## config.mk

```make
export PLATFORM = sky130hd
export DESIGN_NAME = dff_prst_rst_sequencer
export DESIGN_NICKNAME = d
export VERILOG_FILES = /design/src/rtl/dff_prst_rst_sequencer.sv
export SDC_FILE = /design/constraint.sdc
export NUM_CORES = 1
export LEC_CHECK = 0
export BUFFER_PORTS_ARGS = -buffer_cell sky130_fd_sc_hd__buf_2
export CAP_MARGIN = 20
export CORE_AREA = 3 3 40 42
export CTS_BUF_LIST = sky130_fd_sc_hd__clkbuf_2 sky130_fd_sc_hd__clkbuf_4 sky130_fd_sc_hd__clkbuf_8
export DETAILED_ROUTE_END_ITERATION = 12
export DIE_AREA = 0 0 43 45
export PLACE_DENSITY = 0.48
export SETUP_SLACK_MARGIN = 0.5
export SLEW_MARGIN = 5
export SYNTH_ARGS = -nofsm -noshare
export SYNTH_HDL_FRONTEND = slang
export SYNTH_SLANG_ARGS = --single-unit
```

## constraint.sdc

```tcl
create_clock -name clk -period 2.2 [get_ports clk]
set_input_delay 0.11 -clock clk [delete_from_list [all_inputs] [get_ports clk]]
set_output_delay 0.11 -clock clk [all_outputs]
set_load 0.02 [all_outputs]
```

## src/rtl/dff_prst_rst_sequencer.sv

```systemverilog
// dff_prst_rst_sequencer: turns one-cycle set/clear requests into registered,
// mutually exclusive preset/clear pulses of PULSE_W cycles, each followed by
// GAP_W guard cycles and a one-cycle done. One pending request of each kind
// is queued while busy; preset wins over clear.
// Optional build macro SEQ_POWER_ON_CLEAR_EN: issue one automatic clear pulse
// on the first cycle after reset is released.
module dff_prst_rst_sequencer #(
   parameter int PULSE_W = 2,
   parameter int GAP_W   = 1
) (
   input  logic clk,
   input  logic rst,
   input  logic set_req,
   input  logic clr_req,
   output logic ff_prst,
   output logic ff_rst,
   output logic busy,
   output logic done
);

   localparam int MAXW = (PULSE_W > GAP_W) ? PULSE_W : GAP_W;
   localparam int CW   = (MAXW < 1) ? 1 : $clog2(MAXW + 1);
   localparam logic [CW-1:0] PULSE_LD = CW'(PULSE_W - 1);
   localparam logic [CW-1:0] GAP_LD   = CW'((GAP_W > 0) ? GAP_W - 1 : 0);

   typedef enum logic [1:0] {
      IDLE     = 2'd0,
      PRST_ACT = 2'd1,
      RST_ACT  = 2'd2,
      GUARD    = 2'd3
   } state_t;

   state_t        state, state_nxt;
   logic [CW-1:0] cnt, cnt_nxt;
   logic          pend_set, pend_set_nxt;
   logic          pend_clr, pend_clr_nxt;
   logic          done_nxt;
   logic          decide;
   logic          eff_set, eff_clr;
`ifdef SEQ_POWER_ON_CLEAR_EN
   logic          por, por_nxt;
`endif

   assign eff_set = pend_set | set_req;
   assign eff_clr = pend_clr | clr_req;
   assign busy    = (state != IDLE);

   // Next-state, counter, pending-request and done computation.
   // A request seen on the decision edge is served directly rather than
   // pended first, so no cycle is lost between back-to-back pulses.
   always_comb begin
      state_nxt    = state;
      cnt_nxt      = cnt;
      pend_set_nxt = pend_set | set_req;
      pend_clr_nxt = pend_clr | clr_req;
      done_nxt     = 1'b0;
      decide       = 1'b0;
`ifdef SEQ_POWER_ON_CLEAR_EN
      por_nxt      = por;
`endif
      case (state)
         IDLE: begin
`ifdef SEQ_POWER_ON_CLEAR_EN
            if (por) begin
               state_nxt = RST_ACT;
               cnt_nxt   = PULSE_LD;
               por_nxt   = 1'b0;
            end else begin
               decide = 1'b1;
            end
`else
            decide = 1'b1;
`endif
         end
         PRST_ACT, RST_ACT: begin
            if (cnt == '0) begin
               if (GAP_W == 0) begin
                  done_nxt = 1'b1;
                  decide   = 1'b1;
               end else begin
                  state_nxt = GUARD;
                  cnt_nxt   = GAP_LD;
               end
            end else begin
               cnt_nxt = cnt - 1'b1;
            end
         end
         GUARD: begin
            if (cnt == '0) begin
               done_nxt = 1'b1;
               decide   = 1'b1;
            end else begin
               cnt_nxt = cnt - 1'b1;
            end
         end
         default: state_nxt = IDLE;
      endcase

      if (decide) begin
         if (eff_set) begin
            state_nxt    = PRST_ACT;
            cnt_nxt      = PULSE_LD;
            pend_set_nxt = 1'b0;
            pend_clr_nxt = eff_clr;
         end else if (eff_clr) begin
            state_nxt    = RST_ACT;
            cnt_nxt      = PULSE_LD;
            pend_set_nxt = 1'b0;
            pend_clr_nxt = 1'b0;
         end else begin
            state_nxt    = IDLE;
            cnt_nxt      = '0;
            pend_set_nxt = 1'b0;
            pend_clr_nxt = 1'b0;
         end
      end
   end

   // State register with registered pulse outputs derived from the next state.
   always_ff @(posedge clk) begin
      if (rst) begin
         state    <= IDLE;
         cnt      <= '0;
         pend_set <= 1'b0;
         pend_clr <= 1'b0;
         ff_prst  <= 1'b0;
         ff_rst   <= 1'b0;
         done     <= 1'b0;
`ifdef SEQ_POWER_ON_CLEAR_EN
         por      <= 1'b1;
`endif
      end else begin
         state    <= state_nxt;
         cnt      <= cnt_nxt;
         pend_set <= pend_set_nxt;
         pend_clr <= pend_clr_nxt;
         ff_prst  <= (state_nxt == PRST_ACT);
         ff_rst   <= (state_nxt == RST_ACT);
         done     <= done_nxt;
`ifdef SEQ_POWER_ON_CLEAR_EN
         por      <= por_nxt;
`endif
      end
   end

endmodule

```

# --- Word-level counts from Yosys, hierarchy flattened ---
# Cells that the tools add are included.
# Widths: inputs -> output; s select.
classes:
  n_eq_ne: 6
  reduce_logical: 8
  add_sub_neg: 1
  bitwise_logic: 3
  n_mux: 15
op_table:
  columns: ["op", "count"]
  rows:
  - ["$mux 2", 8]
  - ["$eq 2x2->1 const B", 3]
  - ["$reduce_or 2->1", 3]
  - ["$mux 1", 5]
  - ["$eq 2x1->1 const B", 2]
  - ["$logic_not 2->1", 2]
  - ["$pmux 2 s2", 1]
  - ["$ne 3x3->1 const B", 1]
  - ["$reduce_bool 3->1", 1]
  - ["$or 1x1->1", 2]
  - ["$pmux 1 s2", 1]
  - ["$reduce_and 2->1", 1]
  - ["$reduce_bool 2->1", 1]
  - ["$sub 2x1->2 const B", 1]
  - ["$not 1->1", 1]
totals:
  wordCells: 40
  in_bits: 4
  reg_bits: 9

# --- Depth between registers and ports, before layout ---
# Gate-level depths: netlist of run 1.
depth:
  word_depth: 5
  depth_mapped: 6
  depth_no_buf: 6

# --- Worst setup path after synthesis of run 1 ---
# OpenSTA, ideal clock, no wires.
synth_path:
  kind: "reg2reg"
  from: "reg state[0]"
  to: "reg ff_rst"
  required_time_ns: 2.130
  path_stages_with_launch: 7
  setup_slack_ns: 0.581
  arrival_ns: 1.548
  path_buffers: 0
  setup_ns: 0.070
  path_cell_list: "dfxtp_1 -> inv_1 -> ha_1 -> or2_1 -> a211oi_1 -> nand2_1 -> a21oi_1"
synth_via:
  elab_chain_cells: 5
  word_cells_on_any_way: 10
synth_rtl:
  columns: ["element", "line_no", "source"]
  rows:
  - ["start, declared", "33", "state_t state, state_nxt;"]
  - ["start signal, assigned", "133", "state <= state_nxt;"]
  - ["$eq 2x1->1 or $eq 2x2->1 (tied branches)", "61", "case (state)"]
  - ["$reduce_or 2->1", "61", null]
  - ["$mux 2", "61", null]
  - ["$mux 2 *", "99", "if (decide) begin"]
  - ["$eq 2x2->1 *", "138", "ff_rst <= (state_nxt == RST_ACT);"]
  - ["end signal, assigned", "138", null]
  - ["end, declared", "16", "output logic ff_rst,"]
# Every way passes the cells marked *; elsewhere a longest branch is shown, timed or not.
# A chain may end at the register's enable or synchronous reset.

# --- Final worst setup path of run 1 ---
layout_path:
  from: "reg state[1]"
  to: "reg state[0]"
layout_via:
  elab_chain_cells: 4
  word_cells_on_any_way: 8
layout_rtl:
  columns: ["element", "line_no"]
  rows:
  - ["$eq 2x1->1 or $eq 2x2->1 (tied branches)", "61"]
  - ["$reduce_or 2->1", "61"]
  - ["$mux 2", "61"]
  - ["$mux 2 *", "99"]
# Marks and branches as above.

==> impl_metrics.py, run 1 <==
metrics = {
    "drt": {
        "vias_per_cell": 5.12,
        "vias": 374,
        "first_pass_iters": 2,
        "wl_per_cell_um": 11.8,
        "drtIter0Drc": 4,
        "drc": 0,
        "postRouteAntennaNets": 0,
        "wirelength_um": 865,
    },
    "logic_synthesis": {
        "ys_seq_area_share_pct": 41.9,
        "postSynthNetCount": 52,
        "synth_seq_cells": 9,
        "synthFlopType": "dfxtp_1",
        "synthCells": 46,
        "synth_cell_types": 22,
        "syn_avg_cell_area_um2": 9.36,
        "yosys_warnings": 0,
        "syn-cell-area_um2": 430,
        "synth-edff-count": 0,
        "ys_async_sr_fraction_pct": 0,
    },
    "critical_path": {
        "required_ns": 2.34,
        "start_kind": "flop",
        "path_cells": "ha_4 > or3b_4 > a2111oi_4 > buf_4 > nor3_2",
        "reg2reg_depth": 5,
        "crit_arrival_ns": 1.80,
        "crit_path_max_fanout": 4,
        "crit_type": "reg2reg",
        "cp-end-kind": "flop",
        "cp_slowest_stage_delay_ns": 0.42,
        "path_delay_family": "simple AND/OR/NAND/NOR gates",
        "crit_cells": 5,
        "cp_num_buf_inv": 1,
        "critical_path.slowest_cell": "a2111oi_4",
    },
    "die": {
        "fp.dieArea_mm2": 0.00194,
        "io_pins": 8,
        "die_height_um": 45,
        "start_util_pct": 33.5,
        "core_region_area_mm2": 0.00128,
        "num_rows": 13,
        "die_x_um": 43,
    },
    "timing": {
        "tightest_slew_ns": 0.327,
        "post-route-worst-setup-slack_ns": 0.546,
        "max_freq_ghz": 0.605,
        "setup_viol": 0,
        "finClkSkew_ns": 0.00725,
        "whs_ns": 0.131,
        "hold_violations": 0,
        "rsz0062_at_grt": "yes",
        "relSlewSlack_pct": 77.6,
        "maxSlewViolCount": 0,
        "layout_min_cycle_time_ns": 1.65,
        "min_period_over_period_pct": 75.2,
        "fin_setup_tns_ns": 0,
    },
    "layout": {
        "num_antenna_cells": 0,
        "syn2layout_area_growth_pct": 34.9,
        "final_cell_mix": "dfxtp_1 (7), buf_2 (7), inv_1 (6)",
        "final_core_util_pct": 45.2,
        "layout.nets": 65,
        "final_layout_size_suffix_gt1_share_pct": 44.8,
    },
    "global_routing": {
        "grt_first_pass_wirelength_mm": 1.46,
        "grt_pass1_vias": 348,
        "globalRoute.totalOverflow": 0,
        "grt_max_degree": 10,
        "track_usage_pct": 10.4,
        "antenna_found_initial": 0,
    },
    "hold_path": {
        "hold_class": "in2reg",
        "min_path_cells": 2,
    },
    "cts": {
        "clk_path_buf_depth": 2,
        "cts_max_level": 1,
        "clk_pin_slew_ns": 0.06,
        "clk_latency_ns": 0.27,
        "cts_sinks": 9,
        "cts_tree": "done",
        "cts-buffers-inserted": 3,
        "cts_root_buf": "clkbuf_4",
    },
    "pwr": {
        "p_leak_nw": 0.232,
        "ir_worst_vdd_uv": 739,
        "powerDensity_mw_per_mm2": 1730,
    },
    "place": {
        "dp_slack_ns": 0.407,
        "finalWeightedCongestion": 0.655,
        "portBuffers": 7,
    },
    "flow_run": {
        "drv_cap": 0,
    },
    "run_status": {
        "outcome": "finished, final reports clean",
    },
}
layout make-up:
| class | instances | area [um2] |
|---|---|---|
| repair buffers | 9 | 50.0 |
| inverters | 6 | 22.5 |
| well taps | 15 | 18.8 |
| flip-flops and latches | 9 | 188 |
| multi-input cells | 30 | 272 |
| clock buffers | 4 | 30.0 |
| fillers | 141 | 704 |
cell usage after synthesis, types with 2 or more instances:
master | instances | share of area (%)
inv_1 | 6 | 5.2
ha_1 | 2 | 5.8
nand2_1 | 2 | 1.7
nor3_1 | 4 | 4.7
dfxtp_1 | 9 | 42
a21oi_1 | 4 | 4.7
nor2_1 | 4 | 3.5
layer usage:
| metal | up-vias | GRT usage [%] | wire, um |
|---|---|---|---|
| li1 | 191 | - | - |
| met4 | 0 | 5.42 | 10 |
| met2 | 9 | 15.9 | 402 |
| met3 | 2 | 4.78 | 62 |
| met5 | - | 0 | 0 |
| met1 | 172 | 12.2 | 390 |
final timing paths:
check                                 to      from  slack (ns)
worst max-delay path            state[0]  state[1]        0.55
worst min-delay path            state[1]       rst        0.13
worst max register to register  state[0]  state[1]        0.55
worst min register to register    cnt[1]    cnt[1]        0.49
worst register-to-register path: cells and delay by family, from the launching register on:
family | cells | cell delay (ns)
adder cells (fa/ha/maj) | 1 | 0.14
AND/OR/NAND/NOR | 2 | 0.42
AO/OA/AOI/OAI | 1 | 0.42
flip-flops | 1 | 0.36
buffers and inverters | 1 | 0.19
sequential cells by signal, indices dropped and copies added (netlist names):
name	flops
pend_clr	1
ff_rst	1
cnt	2
ff_prst	1
state	2
done	1
pend_set	1
power breakdown:
group	leakage, nW	total, mW	internal, mW	switching (mW)
Combinational	0.138	0.584	0.264	0.320
Sequential	0.0754	0.274	0.230	0.0442
Clock	0.0184	0.144	0.0824	0.0621
timing repair:
action | in CTS | in global routing
hold buffers | 0 | 0
pin swaps | 1 | 4
resized for setup | 4 | 9
setup buffers | 1 | 1
endpoints found under the setup margin | 4 | 6
logic make-up after synthesis:
kind of cell	after synthesis	synth area share [%]
adders and majority gates	2	5.81
and+or+nand+nor	15	19.2
AOI/OAI and AO/OA	12	24.4
muxes	1	2.62
buffers and inverters	7	6.10
DFF	9	41.9
per-stage QoR:
step | total power, mW | instances | instance area (um2)
global route | 1.08 | 73 | 581
CTS | 0.929 | 72 | 532
global placement | 0.738 | 67 | 480
floorplan | 0.633 | 46 | 430
finish | 1.00 | 73 | 581
detailed placement | 0.731 | 67 | 480
Power figures use the tool's default switching activity.
==> run 2, diff against run 1 <==
- clock period: 2.2 -> 1.6 ns (I/O delays scaled with it)
==> run 2 against run 1 <==
The run now ends with setup timing left. Sequential share of layout area fell by 3.9 points. Sequential power rose by 37%. Clock skew decreased by 0.00059 ns. Critical path type unchanged. Largest cell class unchanged.
==> impl_metrics.py, run 2 (same netlist as run 1, synthesis figures left out) <==
metrics = {
    "cts": {
        "cts-buffers-inserted": 3,
        "cts_hold_buf": 0,
        "cts_sinks": 9,
        "clk_path_buf_depth": 2,
        "clk_latency_ns": 0.26,
        "clk_pin_slew_ns": 0.07,
        "cts_tree": "done",
        "cts_root_buf": "clkbuf_4",
        "cts_max_level": 1,
    },
    "die": {
        "start_util_pct": 33.5,
        "die_x_um": 43,
        "fp.dieArea_mm2": 0.00194,
        "core_region_area_mm2": 0.00128,
        "die_height_um": 45,
        "io_pins": 8,
        "num_rows": 13,
    },
    "global_routing": {
        "grt_max_degree": 10,
        "antenna_found_initial": 0,
        "globalRoute.totalOverflow": 0,
        "grt_first_pass_wirelength_mm": 1.51,
        "grt_pass1_vias": 377,
        "track_usage_pct": 10.7,
    },
    "hold_path": {
        "hold_path_end": "state[1]",
        "hold_class": "in2reg",
        "min_path_cells": 2,
        "min-delay-start": "rst",
    },
    "timing": {
        "setup_viol": 3,
        "maxSlewViolCount": 0,
        "tightest_slew_ns": 0.370,
        "min_period_over_period_pct": 102,
        "rsz0062_at_grt": "yes",
        "finClkSkew_ns": 0.00667,
        "post-route-worst-setup-slack_ns": -0.0246,
        "max_freq_ghz": 0.616,
        "layout_min_cycle_time_ns": 1.62,
        "whs_ns": 0.116,
        "relSlewSlack_pct": 75.3,
        "fin_setup_tns_ns": -0.0339,
        "hold_violations": 0,
    },
    "pwr": {
        "p_leak_nw": 0.276,
        "total_power_mw": 1.74,
        "powerDensity_mw_per_mm2": 2640,
        "ir_worst_vdd_uv": 1070,
    },
    "drt": {
        "first_pass_iters": 2,
        "vias": 383,
        "drtIter0Drc": 1,
        "drc": 0,
        "wl_per_cell_um": 12.3,
        "postRouteAntennaNets": 0,
        "vias_per_cell": 4.85,
        "wirelength_um": 968,
    },
    "place": {
        "portBuffers": 7,
        "finalWeightedCongestion": 0.722,
        "postPlaceCellArea_um2": 546,
        "dp_slack_ns": -0.0157,
        "place_inst": 70,
    },
    "layout": {
        "seqCellArea_um2": 188,
        "final_cell_mix": "buf_4 (8), dfxtp_1 (7), buf_2 (6)",
        "layout.nets": 71,
        "nFillCells": 113,
        "stdcell_count": 79,
        "num_antenna_cells": 0,
        "final_common_cell": "buf_4",
        "multi_input_area_um2": 300,
        "top_regs": "cnt x2, state x2",
        "final_core_util_pct": 51.4,
        "final_layout_size_suffix_gt1_share_pct": 56.3,
        "finish.instance_area_um2": 661,
        "syn2layout_area_growth_pct": 53.5,
    },
    "critical_path": {
        "cp-end-kind": "flop",
        "required_ns": 1.75,
        "ff2ff_setup_slack_ns": -0.02,
        "reg2reg_depth": 5,
        "start_kind": "flop",
        "timing.rr.end": "pend_clr",
        "crit_type": "reg2reg",
        "crit_path_max_fanout": 4,
        "crit_arrival_ns": 1.77,
        "reg2reg_from": "state[1]",
    },
    "flow_run": {
        "drv_cap": 0,
    },
    "run_status": {
        "violations": "setup timing",
        "outcome": "finished, violations left",
    },
}
run 2: routing by layer:
layer / GRT usage, % / vias to the layer above / wire length (um) / share of wire, %
met3: 2.39 / 2 / 37 / 3.8
met5: 0 / - / 0 / 0
met1: 10.9 / 179 / 417 / 43
met2: 19.5 / 5 / 509 / 53
li1: - / 197 / - / -
met4: 7.23 / 0 / 5 / 0.52
run 2: power breakdown:
part | switching (mW) | total [mW] | internal (mW)
logic | 0.554 | 1.17 | 0.614
registers | 0.0603 | 0.376 | 0.315
clock network | 0.0851 | 0.198 | 0.113
run 2: area by class of cell:
cell class,instances,share of cell area [%]
multi-input cells,30,45.5
flip-flops and latches,9,28.4
repair buffers,15,15.3
clock buffers,4,4.55
inverters,6,3.41
well taps,15,2.84
run 2: worst max-delay path by stage:
stage	start	endpoint	slack [ns]	cells after the start
after floorplan	state[1]	state[1]	0.09	5
after global placement	state[1]	state[1]	0.006	5
after detailed placement	state[1]	state[1]	-0.02	5
after CTS	state[1]	state[0]	-0.01	5
after global routing	state[1]	state[1]	-0.07	5
final	state[1]	pend_clr	-0.02	5
run 2: timing repair:
item,CTS,global route
setup endpoints to repair,9,9
pin swaps,1,4
buffers inserted,1,4
cloned,0,0
endpoints found under the hold margin,0,0
gates resized for setup,9,4
run 2: worst max-delay path, cell delays in order (launching register included):
cell	delay [ns]
dfxtp_4	0.37
ha_4	0.13
or3b_4	0.39
a2111oi_4	0.40
buf_4	0.18
nor3_2	0.04
